[src/rtl/reg_file_param.sv]
// Parametrised register file: one write port, two combinational read ports,
// optional hardwired zero entry and write-to-read bypass, reset-driven clear sequencer.

module reg_file_rd_port #(
   parameter int DATA_W   = 32,
   parameter int ADDR_W   = 5,
   parameter bit ZERO_REG = 1'b1,
   parameter bit BYPASS   = 1'b1
) (
   input  logic              busy,
   input  logic [ADDR_W-1:0] addr,
   input  logic [DATA_W-1:0] entry,
   input  logic              wr_en,
   input  logic [ADDR_W-1:0] wr_addr,
   input  logic [DATA_W-1:0] wr_data,
   output logic [DATA_W-1:0] data
);
   // Busy masks everything, the zero entry beats bypass, bypass beats storage.
   always_comb begin
      data = entry;
      if (busy)
         data = '0;
      else if (ZERO_REG && (addr == '0))
         data = '0;
      else if (BYPASS && wr_en && (wr_addr == addr))
         data = wr_data;
   end
endmodule

module reg_file_param #(
   parameter int DATA_W   = 32,
   parameter int ADDR_W   = 5,
   parameter bit ZERO_REG = 1'b1,
   parameter bit BYPASS   = 1'b1
) (
   input  logic              clk,
   input  logic              reset,
   input  logic              wr_en,
   input  logic [ADDR_W-1:0] wr_addr,
   input  logic [DATA_W-1:0] wr_data,
   input  logic [ADDR_W-1:0] rd_addr1,
   input  logic [ADDR_W-1:0] rd_addr2,
   output logic [DATA_W-1:0] rd_data1,
   output logic [DATA_W-1:0] rd_data2,
   output logic              init_busy
);
   localparam int       DEPTH     = 1 << ADDR_W;
   localparam int       NUM_PORTS = 2;
   localparam logic [0:0] CLEAR   = 1'b0;
   localparam logic [0:0] READY   = 1'b1;

   logic [0:0]        state;
   logic [ADDR_W-1:0] clr_ptr;
   logic [DATA_W-1:0] mem [DEPTH];

   logic              mem_we;
   logic [ADDR_W-1:0] mem_addr;
   logic [DATA_W-1:0] mem_data;

   logic [NUM_PORTS-1:0][ADDR_W-1:0] rd_addr;
   logic [NUM_PORTS-1:0][DATA_W-1:0] rd_data;

   assign init_busy = (state == CLEAR);

   // The pointer wraps to 0 on the final clear edge and then idles in READY.
   always_ff @(posedge clk) begin
      if (reset) begin
         state   <= CLEAR;
         clr_ptr <= '0;
      end else if (state == CLEAR) begin
         clr_ptr <= clr_ptr + 1'b1;
         if (clr_ptr == ADDR_W'(DEPTH - 1))
            state <= READY;
      end
   end

   // Single write mux: the clear sequencer owns the port while busy, so user
   // writes in that window are simply dropped.
   always_comb begin
      mem_we   = 1'b0;
      mem_addr = wr_addr;
      mem_data = wr_data;
      if (!reset) begin
         if (state == CLEAR) begin
            mem_we   = 1'b1;
            mem_addr = clr_ptr;
            mem_data = '0;
         end else if (wr_en && !(ZERO_REG && (wr_addr == '0))) begin
            mem_we = 1'b1;
         end
      end
   end

   always_ff @(posedge clk) begin
      if (mem_we)
         mem[mem_addr] <= mem_data;
   end

   assign rd_addr[0] = rd_addr1;
   assign rd_addr[1] = rd_addr2;

   for (genvar p = 0; p < NUM_PORTS; p++) begin : g_rd
      reg_file_rd_port #(
         .DATA_W  (DATA_W),
         .ADDR_W  (ADDR_W),
         .ZERO_REG(ZERO_REG),
         .BYPASS  (BYPASS)
      ) u_port (
         .busy   (init_busy),
         .addr   (rd_addr[p]),
         .entry  (mem[rd_addr[p]]),
         .wr_en  (wr_en),
         .wr_addr(wr_addr),
         .wr_data(wr_data),
         .data   (rd_data[p])
      );
   end

   assign rd_data1 = rd_data[0];
   assign rd_data2 = rd_data[1];
endmodule

[config.mk]
export PLATFORM = sky130hd
export DESIGN_NAME = reg_file_param
export DESIGN_NICKNAME = d
export VERILOG_FILES = /design/src/rtl/reg_file_param.sv
export SDC_FILE = /design/constraint.sdc
export NUM_CORES = 1
export LEC_CHECK = 0
export CELL_PAD_IN_SITES_DETAIL_PLACEMENT = 0
export CELL_PAD_IN_SITES_GLOBAL_PLACEMENT = 1
export CORE_UTILIZATION = 56
export CTS_BUF_LIST = sky130_fd_sc_hd__clkbuf_8
export DETAILED_ROUTE_END_ITERATION = 8
export PLACE_DENSITY = 0.85
export SLEW_MARGIN = 5
export SYNTH_ARGS = -nofsm -noshare
export SYNTH_HDL_FRONTEND = slang
export SYNTH_SLANG_ARGS = --single-unit
export TNS_END_PERCENT = 50
[constraint.sdc]
create_clock -name clk -period 3.81 [get_ports clk]
set_clock_uncertainty 0.15 [all_clocks]
set_input_delay 0.381 -clock clk [delete_from_list [all_inputs] [get_ports clk]]
set_output_delay 0.381 -clock clk [all_outputs]
set_load 0.1 [all_outputs]
Yosys cells after proc, flatten, opt, wreduce, memory -nomap -nowiden
Memory sizes are Yosys's and may differ from the RTL's. Cells that the tools add are included.

Bits in writable memories: 1024. Register bits after elaboration: 6. Word-level logic and storage cells: 32. Memories kept: 1.

Eq/ne operators: 3. Reductions and logical operators: 7. Bitwise logic cells: 1. Muxes and demuxes: 17. Add/sub/neg operators: 1.

Memory list: mem (words 32, width 32, read ports 2, clocked after memory_dff 0, wr ports 1, line 54) `logic [DATA_W-1:0] mem [DEPTH];`.

Operators by type and width (number): 32-bit 2-to-1 mux (8); 5-bit logical NOT (3); 5-bit == test (2); 5-bit 2-to-1 mux (2); 1-bit 2-to-1 mux (7); 5-bit by 1-bit adder with 5-bit output (second input constant) (1); 5-bit == test (second input constant) (1); 1-bit logical AND (3); 1-bit logical NOT (1); 1-bit inverter (1).

Logic depth before layout (Yosys ltp)
Depth after elaboration: 8. Depth in mapped cells: 11. Mapped depth without buffers: 5.

Modules after synthesis
From an unflattened synthesis, not the netlist that was laid out.

Cells, all modules: 3720. Area, all modules: 50674.9 um^2.

Modules (own cells, without submodules): reg_file_param (area an instance 49383.6 um^2, cells an instance 3474, sequential area each 30869.6 um^2, times used 1); reg_file_rd_port (area an instance 645.6 um^2, cells an instance 123, sequential area each 0.0 um^2, times used 2).

Worst setup path before layout
Ideal clock, no wire load.

Path kind: reg2out. Start point: register state. End point: output rd_data2[28]. Cell stages (with the launch flop): 7. Arrival: 3.234 ns. Path buffers: 2. Data required time: 3.279 ns. Setup slack: 0.045 ns. Path through: dfxtp_1 clkbuf_1 inv_1 nor2_1 buf_2 o21ai_0 a21oi_1.

Longest elaborated chain between the ends: 1.

RTL lines: from (decl) (line 52) `logic [0:0] state;`; from (signal assigned) (line 68) `state <= CLEAR;`; from (signal assigned) (line 73) `state <= READY;`; 32-bit 2-to-1 mux (line 21) `if (busy)`; to (decl) (line 44) `output logic [DATA_W-1:0] rd_data2,`.

No other way between the ends.

==> out/metrics.cfg <==
[run_status]
outcome = completed

[sta]
final.period_utilization_pct = 97.3
fin_worst_hold_slack_ns = 0.214
final_max_slew_viol_count = 0
actual_slew_at_the_worst_max_slew_pin_ns = 1.28
timing.fmax_mhz = 270
final-hold-violation-count = 0
fin_crit_ns = 3.71
setup_repair_after_global_routing_missed_its_margin = false
report.final.setup_viol = 0
totalNegativeSetupSlack_ns = 0
max_slew_margin_pct = 14.1
worst_slack_ns = 0.104

[logic_synthesis]
yosys_register_bits = 1030
synthArstFlopShare_pct = 0
synth-warning-count = 0
synth_top_cell_area_share_pct = 62.2
mappedNetlistNets = 2892
post_synth.cell_area_avg_um2 = 17.4
ys_top_cells_by_area = sky130_fd_sc_hd__edfxtp_1, sky130_fd_sc_hd__mux4_2, sky130_fd_sc_hd__mux2i_1
synth_sequential_area_ratio_pct = 62.5
synth_enable_flop_cells = 1024
syn_inst = 2840
yosys_most_used_dff = sky130_fd_sc_hd__edfxtp_1
post-synth-top-area-cell = sky130_fd_sc_hd__edfxtp_1
yosys.cell_types.count = 43
synthesis.area_mm2 = 0.0494

[worst_setup_path]
setup.worst_path.class = flop to primary output
critPathArrivalTime_ns = 3.17
critical_path.top_delay_family = compound AO/OA/AOI/OAI gates
critical_path.slowest_cell = sky130_fd_sc_hd__mux4_2
path_buf_inv = 1
crit_path_start_kind = flop
cp_slowest_stage_delay_ns = 0.47
cp-end-kind = primary output
worstPathMaxFanout = 2
timing.critical_path.required_ns = 3.28
crit_path_cell_trace = mux4_2 > mux2_2 > o221ai_1 > o2111ai_2 > o211a_1 > buf_12

[cts]
numCtsBuffers = 162
post_cts_hold_buffer_count = 0
cts_htree_levels = 4
cts.clk_slew.worst_paths_ns = 0.06
clock_tree_root_buffer_cell = sky130_fd_sc_hd__clkbuf_8
cts_setup_buffers = 0
cts_sinks = 1030
clock_tree.buffer_depth = 3
clock_tree_from_tritoncts = done
insertion_delay_ns = 0.82
cts-resized-gates = 1

[floorplanning]
design.core.area_mm2 = 0.0870
width_of_the_die_um = 299
die_height_um = 299
floorplan.initialDensity_pct = 56.8
die_area_mm2 = 0.0894
io_pins = 115
rows = 108

[job]
cap_violations = 0

[cells_and_area]
fillCellCount = 5755
multiInputGateArea_mm2 = 0.0177
fraction_of_final_layout_cells_with_drive_strength_greater_than_1_pct = 29.2
area_growth_pct = 16.1
ff_latch_area_mm2 = 0.0309
final_common_cell = sky130_fd_sc_hd__edfxtp_1
fin_nets = 3166
final_core_utilization_pct = 65.9
most_frequent_cells_in_the_layout = sky130_fd_sc_hd__edfxtp_1, sky130_fd_sc_hd__mux2i_1, sky130_fd_sc_hd__mux4_2

[global_route]
grt_overflow = 0
grtUsageTotal_pct = 35.4
initial_antenna_violation_count = 5
pin_count_of_the_biggest_net_entering_global_routing = 65
grt_first_pass_wirelength_mm = 225
first_global_vias = 32500

[detailed_routing]
detailedRoute.firstIterationViolations = 4512
routed_wirelength_mm = 157
avgRoutedWirePerCell_um = 35.7
drtAntennaViolNets = 0
first_pass_iters = 6
post_drt_via_cell_ratio = 7.26
via_count = 31900
number_of_drc_violations_after_detailed_routing = 0

[power]
vdd_drop_max_mv = 0.345
cellLeakagePower_nw = 19.9
power.density_cell_area_mw_per_mm2 = 418

[placement]
portBuffers = 114
gpl.final_weighted_congestion = 0.956
place.detailed.hpwl_mm = 98.1
dp_worst_setup_slack_ns = 0.395

[min_path]
min-delay-path-class = input port to flop

sequential cells by signal (all words and copies together) (netlist names):
register,cells
mem,1024
clr_ptr,5
state,1
metrics by stage:
stage,cell area (um^2),std cells,power (mW)
final,57400,4397,24.0
after global routing,57400,4395,24.6
after CTS,57400,4394,23.9
after detailed placement,54300,4105,15.2
after global placement,54300,4105,15.1
after floorplan,49400,2840,14.3
path summary, 6_finish.rpt:
| path | start | to | slack [ns] | cells after the start |
|---|---|---|---|---|
| worst max-delay path | mem[8][30] | rd_data2[30] | 0.10 | 6 |
| worst max register to register | state | mem[18][10] | 0.62 | 5 |
| worst min-delay path | reset | clr_ptr[2] | 0.21 | 2 |
| worst min register to register | clr_ptr[0] | clr_ptr[0] | 0.46 | 2 |
metal layers:
metal | global-route usage [%] | part of all wire [%]
met5 | 0 | 0
met4 | 19.7 | 6.0
met2 | 53.5 | 45
met1 | 46.2 | 35
met3 | 10.5 | 14
Yosys cell counts, drive strengths merged, types with 42 or more instances:
cell    count
mux4      320
buf       131
a22oi     115
mux2i     467
a21oi      50
nor2       46
clkbuf    111
o221ai     93
nand2      68
edfxtp   1024
nor2b      84
nand3      54
o21ai      42
layout make-up:
class	count	area share, %
Sequential cell	1030	53.8
Multi-Input combinational cell	1567	30.8
Timing Repair Buffer	352	7.57
Clock buffer	165	3.96
Tap cell	1155	2.52
Clock inverter	124	1.31
Antenna cell	3	0.0131
Inverter	1	0.00654
report_power, final:
group	switching, mW	internal (mW)	total, mW
sequential	0.0469	12.6	12.6
clock	4.44	4.53	8.97
combinational	1.45	0.929	2.38
cell families (layout without fill, tap and decap cells):
| group | Yosys count | in the layout | synth area share, % |
|---|---|---|---|
| xor gates and xnor gates | 13 | 13 | 0.230 |
| buffers and inverters | 243 | 642 | 2.49 |
| other | 0 | 3 | 0 |
| and+or+nand+nor | 287 | 287 | 2.96 |
| muxes | 825 | 825 | 24.9 |
| AOI/OAI and AO/OA | 440 | 440 | 6.89 |
| DFF | 1030 | 1030 | 62.5 |
| adders and majority gates | 2 | 2 | 0.0506 |
No activity file was read; power rests on OpenSTA's default activity.
